**src/rtl/hazard_pipe_ctrl.sv**
```systemverilog
// hazard_pipe_ctrl
// Pipeline-control block for the 5-stage MIPS core. It holds the register-tag
// fields of the ID/EX, EX/M and M/WB pipeline registers, which feed the
// forwarding unit. It also detects load-use hazards that forwarding cannot
// cover, and handles them by holding PC and IF/ID while bubbles are injected
// into ID/EX. A taken branch squashes IF/ID and ID/EX.
//
// Optional feature: define HAZ_STALL_CNT_EN to add the stall_cnt port. This is
// a saturating 16-bit count of cycles in which PC was held.
//
// LOAD_STALL sets the number of bubbles inserted per load-use hazard. The
// legal range is 1..7; values above 1 model a slow data memory.

module hazard_pipe_ctrl #(
    parameter int LOAD_STALL = 1
) (
    input  logic        clk,
    input  logic        rst,
    input  logic        ID_valid,
    input  logic [4:0]  ID_Rs,
    input  logic [4:0]  ID_Rt,
    input  logic        ID_RegWrite,
    input  logic        ID_MemRead,
    input  logic [4:0]  ID_WR,
    input  logic        flush,
    output logic [4:0]  EX_Rs,
    output logic [4:0]  EX_Rt,
    output logic        EX_RegWrite,
    output logic        EX_MemRead,
    output logic [4:0]  EX_WR,
    output logic        M_RegWrite,
    output logic [4:0]  M_WR_out,
    output logic        WB_RegWrite,
    output logic [4:0]  WB_WR_out,
    output logic        PC_stall,
    output logic        IFID_stall,
    output logic        IFID_flush
`ifdef HAZ_STALL_CNT_EN
    ,
    output logic [15:0] stall_cnt
`endif
);

    typedef enum logic {
        RUN   = 1'b0,
        STALL = 1'b1
    } state_t;

    // The hazard cycle itself is one bubble, so the counter starts one lower.
    localparam logic [2:0] STALL_INIT = 3'(LOAD_STALL - 1);

    state_t     state;
    state_t     state_nxt;
    logic [2:0] cnt;
    logic [2:0] cnt_nxt;

    logic       hazard;
    logic       stall_req;
    logic       bubble;

    logic [4:0] idex_rs_nxt;
    logic [4:0] idex_rt_nxt;
    logic       idex_regwrite_nxt;
    logic       idex_memread_nxt;
    logic [4:0] idex_wr_nxt;

    // A load in EX whose destination is read by the instruction in ID.
    // r0 is never a real dependency.
    assign hazard = ID_valid & EX_MemRead & (EX_WR != 5'd0) &
                    ((EX_WR == ID_Rs) | (EX_WR == ID_Rt));

    // Next-state logic for the stall sequencer. A flush always wins and
    // drops back to RUN, because the dependent instruction is squashed.
    always_comb begin
        state_nxt = state;
        cnt_nxt   = cnt;
        stall_req = 1'b0;
        unique case (state)
            RUN: begin
                if (hazard) begin
                    stall_req = 1'b1;
                    if (!flush) begin
                        state_nxt = STALL;
                        cnt_nxt   = STALL_INIT;
                    end
                end
            end
            STALL: begin
                if (cnt != 3'd0) begin
                    stall_req = 1'b1;
                    cnt_nxt   = cnt - 3'd1;
                end else begin
                    state_nxt = RUN;
                end
                if (flush) begin
                    state_nxt = RUN;
                    cnt_nxt   = 3'd0;
                end
            end
            default: begin
                state_nxt = RUN;
                cnt_nxt   = 3'd0;
            end
        endcase
    end

    assign bubble     = flush | stall_req;
    assign PC_stall   = stall_req & ~flush;
    assign IFID_stall = stall_req & ~flush;
    assign IFID_flush = flush;

    // ID/EX next value. This is either the decoded ID fields or a bubble.
    // A write to r0 is neutralised here so nothing downstream forwards it.
    always_comb begin
        idex_rs_nxt       = 5'd0;
        idex_rt_nxt       = 5'd0;
        idex_regwrite_nxt = 1'b0;
        idex_memread_nxt  = 1'b0;
        idex_wr_nxt       = 5'd0;
        if (!bubble && ID_valid) begin
            idex_rs_nxt       = ID_Rs;
            idex_rt_nxt       = ID_Rt;
            idex_regwrite_nxt = ID_RegWrite & (ID_WR != 5'd0);
            idex_memread_nxt  = ID_MemRead;
            idex_wr_nxt       = ID_WR;
        end
    end

    // Stall sequencer state register.
    always_ff @(posedge clk) begin
        if (!rst) begin
            state <= RUN;
            cnt   <= 3'd0;
        end else begin
            state <= state_nxt;
            cnt   <= cnt_nxt;
        end
    end

    // Pipeline tag registers. EX/M and M/WB shift every cycle without stalling.
    always_ff @(posedge clk) begin
        if (!rst) begin
            EX_Rs       <= 5'd0;
            EX_Rt       <= 5'd0;
            EX_RegWrite <= 1'b0;
            EX_MemRead  <= 1'b0;
            EX_WR       <= 5'd0;
            M_RegWrite  <= 1'b0;
            M_WR_out    <= 5'd0;
            WB_RegWrite <= 1'b0;
            WB_WR_out   <= 5'd0;
        end else begin
            EX_Rs       <= idex_rs_nxt;
            EX_Rt       <= idex_rt_nxt;
            EX_RegWrite <= idex_regwrite_nxt;
            EX_MemRead  <= idex_memread_nxt;
            EX_WR       <= idex_wr_nxt;
            M_RegWrite  <= EX_RegWrite;
            M_WR_out    <= EX_WR;
            WB_RegWrite <= M_RegWrite;
            WB_WR_out   <= M_WR_out;
        end
    end

`ifdef HAZ_STALL_CNT_EN
    // Saturating count of cycles in which PC was held.
    always_ff @(posedge clk) begin
        if (!rst) begin
            stall_cnt <= 16'd0;
        end else if (PC_stall && (stall_cnt != 16'hFFFF)) begin
            stall_cnt <= stall_cnt + 16'd1;
        end
    end
`endif

endmodule

```
**config.mk**
```make
export PLATFORM = sky130hd
export DESIGN_NAME = hazard_pipe_ctrl
export DESIGN_NICKNAME = d
export VERILOG_FILES = /design/src/rtl/hazard_pipe_ctrl.sv
export SDC_FILE = /design/constraint.sdc
export NUM_CORES = 1
export LEC_CHECK = 0
export CAP_MARGIN = 20
export CORE_MARGIN = 4
export CORE_UTILIZATION = 42
export DETAILED_ROUTE_END_ITERATION = 7
export PLACE_DENSITY = 0.79
export SYNTH_ARGS = -nofsm -noshare
export SYNTH_HDL_FRONTEND = slang
export SYNTH_SLANG_ARGS = --single-unit
```
**constraint.sdc**
```tcl
create_clock -name clk -period 2.35 [get_ports clk]
set_input_delay 0.235 -clock clk [delete_from_list [all_inputs] [get_ports clk]]
set_output_delay 0.235 -clock clk [all_outputs]
set_load 0.005 [all_outputs]
```
==> Word level (Yosys, flattened, before mapping) <==
Index checks and enable logic that the tools add are counted.
{ "totals": {"elab_cells": 45, "register_bits": 33} }
{ "classes": {"bitwise": 9, "addsub": 1, "n_eq_ne": 5, "muxes": 12, "reduce_logical": 7} }
{ "ops": {"columns": ["operator", "n"], "rows": [
  ["two-way mux 3 bit", 4],
  ["== test 5 bit", 2],
  ["nonzero test 5 bit", 2],
  ["one-hot mux 3 bit (2 select lines)", 1],
  ["bitwise AND 1 bit", 5],
  ["two-way mux 1 bit", 5],
  ["inequality test 2 bit, second input constant", 2],
  ["one-hot mux 1 bit (2 select lines)", 2],
  ["inequality test 3 x 2 -> 1 bit, second input constant", 1],
  ["AND reduction 3 bit", 1],
  ["nonzero test 3 bit", 1],
  ["subtractor 3 x 1 -> 3 bit, second input constant", 1],
  ["inverter 1 bit", 2],
  ["bitwise OR 1 bit", 2],
  ["AND reduction 2 bit", 1],
  ["logical AND 1 bit", 1],
  ["logical NOT 1 bit", 1]
]} }

==> Longest topological paths before layout <==
{ "logic_depth": {"depth_word": 9, "depth_mapped": 8, "depth_no_buf": 7} }

==> Least setup slack after synthesis <==
No wires, ideal clock.
{ "synth_path": {"kind": "reg2out", "startpoint": "register EX_WR[0]", "endpoint": "output PC_stall", "required_time_ps": 2115, "stages_incl_launch_ff": 7, "setup_slack_ps": 496, "path_buffers": 1, "arrival_time_ps": 1619, "cell_sequence": "dfxtp_1 -> xor2_1 -> nor3_1 -> a22oi_2 -> o31ai_4 -> nor2b_1 -> buf_4"} }
{ "synth_via": {"elab_chain_cells": 6, "elab_cells_between_ends": 9} }
{ "synth_rtl": {"columns": ["item", "line", "source"], "rows": [
  ["start, declared", "30", "output logic [4:0] EX_WR,"],
  ["start signal, assigned", "157", "EX_WR <= idex_wr_nxt;"],
  ["== test 5 bit / nonzero test 5 bit (equally long branches)", "70, 69", null],
  ["bitwise OR 1 bit / bitwise AND 1 bit (equally long branches)", "70, 69", null],
  ["bitwise AND 1 bit (*)", "69", "assign hazard = ID_valid & EX_MemRead & (EX_WR != 5'd0) &"],
  ["two-way mux 1 bit (*)", "80", "if (hazard) begin"],
  ["one-hot mux 1 bit (2 select lines) (*)", "78", "unique case (state)"],
  ["bitwise AND 1 bit (*)", null, null],
  ["end, declared", "35", "output logic PC_stall,"]
]} }
Mark *: on every way between the ends. The rest lies on a longest branch, timed or not.

==> Worst setup path in the final report <==
{ "layout_path": {"startpoint": "register EX_WR[1]", "endpoint": "output PC_stall"} }
{ "layout_via": {"elab_chain_cells": 6, "elab_cells_between_ends": 9} }
{ "layout_rtl": {"columns": ["item", "line", "source"], "rows": [
  ["== test 5 bit / nonzero test 5 bit (equally long branches)", "70, 69", null],
  ["bitwise OR 1 bit / bitwise AND 1 bit (equally long branches)", "70, 69", null],
  ["bitwise AND 1 bit (*)", "69", null],
  ["two-way mux 1 bit (*)", "80", null],
  ["one-hot mux 1 bit (2 select lines) (*)", "78", null],
  ["bitwise AND 1 bit (*)", "108", "assign PC_stall = stall_req & ~flush;"]
]} }
Marks and branches as above.

==> results.md <==
* Max Slew Vio Count at 0
* DR vias/cell at ~4.9
* Final Setup Violations at 0
* Share of the synthesized area in the top cell type at 50.7%
* Synth Cell Area at 0.00130 mm^2
* Status: completed
* Yosys reg bits at 33
* Placed cells at between 200 and 250
* WP data arrival at 1.96 ns
* Post-DP HPWL at around 2300 um
* M2 GR Usage at ~26%
* RSZ-0062 raised after global routing: false
* Post-synthesis cell type count at 28
* Initial DRC count at 26
* Pwr Density at ~500 mW/mm^2
* Syn_nets at approximately 150
* Detailed Routing Iterations Pass 1 at 4
* Post-route insts no fill at about 220
* Crit path time final at 2.19 ns
* H-tree levels at 2
* DRC Markers at 0
* GRT busiest layer: met2
* Met3 usage at under 10%
* Final Cycle Share at 93.4%
* Initial core utilization at a little under half
* Kind of end point of the critical path: output pin
* Seq/Total Area, Yosys at between 50% and 60%
* P&R area growth vs syn at 48.1%
* Crit Path Max Fanout at 5
* Clock Latency Late Sink at 0.32 ns
* Initial antenna violation count at 0
* Root Driver: clkbuf_4
* Post-synth top area cell: dfxtp_1
* Final wirelength at 2900 um
* Max cap viols at 0
* Final Power at slightly below 1 mW
* Via count at 1076
* Avg Cell Area, Syn at just over 10 um^2
* Die W at between 60 and 70 um
* Chip Height at 63.7 um
* Most common cell after layout, fill and taps aside: clkdlybuf4s50_1
* Num Clock Sinks at 33
* Worst vdd ir at 0.263 mV
* Finished Cell Area at between 0.0015 and 0.002 mm^2
* Largest net degree at the start of global routing at 19
* Fraction of layout cells with a size suffix above 1 at 18.2%
* Clock transition at path regs at around 0.090 ns
* Final Hold Vio Count at 0
* Cts hold-fix bufs at 0
* Met1 usage at roughly 17%
* Ys Warns at 0
* Hold Path Class: input port to flip-flop
* WP data required at ~2.1 ns
* Row count at 19
* Most frequent cells in the layout: clkdlybuf4s50_1, dfxtp_1, nand2_1
* Syn Inst Count at approximately 130
* Die ar. at 0.00406 mm^2
* Fmax at roughly 0.46 GHz
* Vias in the first global route at about 1100
* # nets final at 209
* Final worst slack at between 0.15 and 0.2 ns
* Antenna Cells at 0
* FF-to-FF setup slack at 0.57 ns
* Routed WL per cell at around 13 um
* Routed Antenna Nets at 0
* Port-buffer cells at between 50 and 60
* CTS tree: done
* Clk buf depth at 2
* Critical Path Start Type: flip-flop
* Slew of the pin with the lowest slew margin at ~0.42 ns
* Relative slew slack at around 72%
* Top post-synthesis cells by area: dfxtp_1, nor3_2, xor2_1
* Gpl congestion at approximately 0.76
* Placement Cell Area at between 0.0015 and 0.002 mm^2
* I/O pins at between 50 and 60
* CTS buffer count at 5
* Crit Path Category: flip-flop to output pin
* Leakage at between 0.7 and 0.8 nW
* Congestion Overflow GR at 0
* Place WS at -0.107 ns
* GR Util All Layers at between 10% and 20%
* Core area at 0.00285 mm^2
* Worst clock skew at about 0.0073 ns
* First-pass GRT wire length at a little under 5000 um
final timing paths:
path,start,to,cells after the start
worst max-delay path,EX_WR[1],PC_stall,5
worst min-delay path,ID_MemRead,EX_MemRead,3
worst max register to register,EX_WR[1],EX_RegWrite,5
worst min register to register,M_RegWrite,WB_RegWrite,1
per-layer routing:
metal	vias up	wire length, um
met5	-	0
met4	0	46
met3	4	176
met2	41	1470
met1	490	1210
li1	541	-
logic make-up (layout without fill, tap and decap cells):
kind of cell | after synthesis | in the layout | share of synthesized area (%)
compound gates | 8 | 8 | 6.34
simple gates | 62 | 62 | 28.7
xor+xnor | 11 | 11 | 7.40
flops | 33 | 33 | 50.7
buf+inv | 13 | 71 | 4.90
fa+ha+maj | 2 | 2 | 1.92
state kept, by name, summed over array words and instances, names as in the netlist:
signal       count
EX_WR            5
state            1
EX_Rs            5
EX_RegWrite      1
cnt              3
EX_MemRead       1
WB_WR_out        5
M_WR_out         5
EX_Rt            5
M_RegWrite       1
WB_RegWrite      1
metrics by stage:
stage	setup TNS, ns	util (%)	hold slack, ns
final	0	67.6	0.458
after global routing	0	67.6	0.433
after CTS	0	67.6	0.438
after detailed placement	-0.205	65.0	0.455
after global placement	-0.152	65.0	0.443
after floorplan	0	-	0.353
worst max-delay path: stages (launching register included):
cell	delay (ns)
dfxtp_4	0.37
or4_4	0.54
o211ai_4	0.23
o31ai_4	0.07
nor2b_2	0.16
dlygate4sd2_1	0.26
Yosys cell counts (all sizes together):
| cell type | number |
|---|---|
| a22oi | 1 |
| and2 | 12 |
| buf | 4 |
| clkbuf | 4 |
| dfxtp | 33 |
| ha | 2 |
| inv | 5 |
| nand2 | 17 |
| nand2b | 1 |
| nand3 | 2 |
| nand3b | 1 |
| nand4b | 1 |
| nor2 | 2 |
| nor2b | 2 |
| nor3 | 19 |
| nor4 | 2 |
| o211ai | 1 |
| o21ai | 3 |
| o22ai | 2 |
| o31ai | 1 |
| or2 | 1 |
| or4 | 2 |
| xnor2 | 1 |
| xor2 | 10 |
what timing repair did:
item / CTS / global route
setup endpoints to repair: 2 / 0
gates resized for setup: 9 / 0
setup buffers: 1 / 0
endpoints found under the hold margin: 0 / 0
report_power, final:
group | switching (mW) | internal (mW)
sequential | 0.00683 | 0.569
clock | 0.174 | 0.114
combinational | 0.0504 | 0.0695
total | 0.231 | 0.752
layout make-up:
cell class / instances / area, um^2
clock inverters: 2 / 10.0
well taps: 31 / 38.8
fillers: 254 / 923
flip-flops and latches: 33 / 667
inverters: 5 / 18.8
multi-input cells: 83 / 591
clock buffers: 6 / 41.3
repair buffers: 58 / 563
Note: power is estimated with default switching activity, not from simulation.
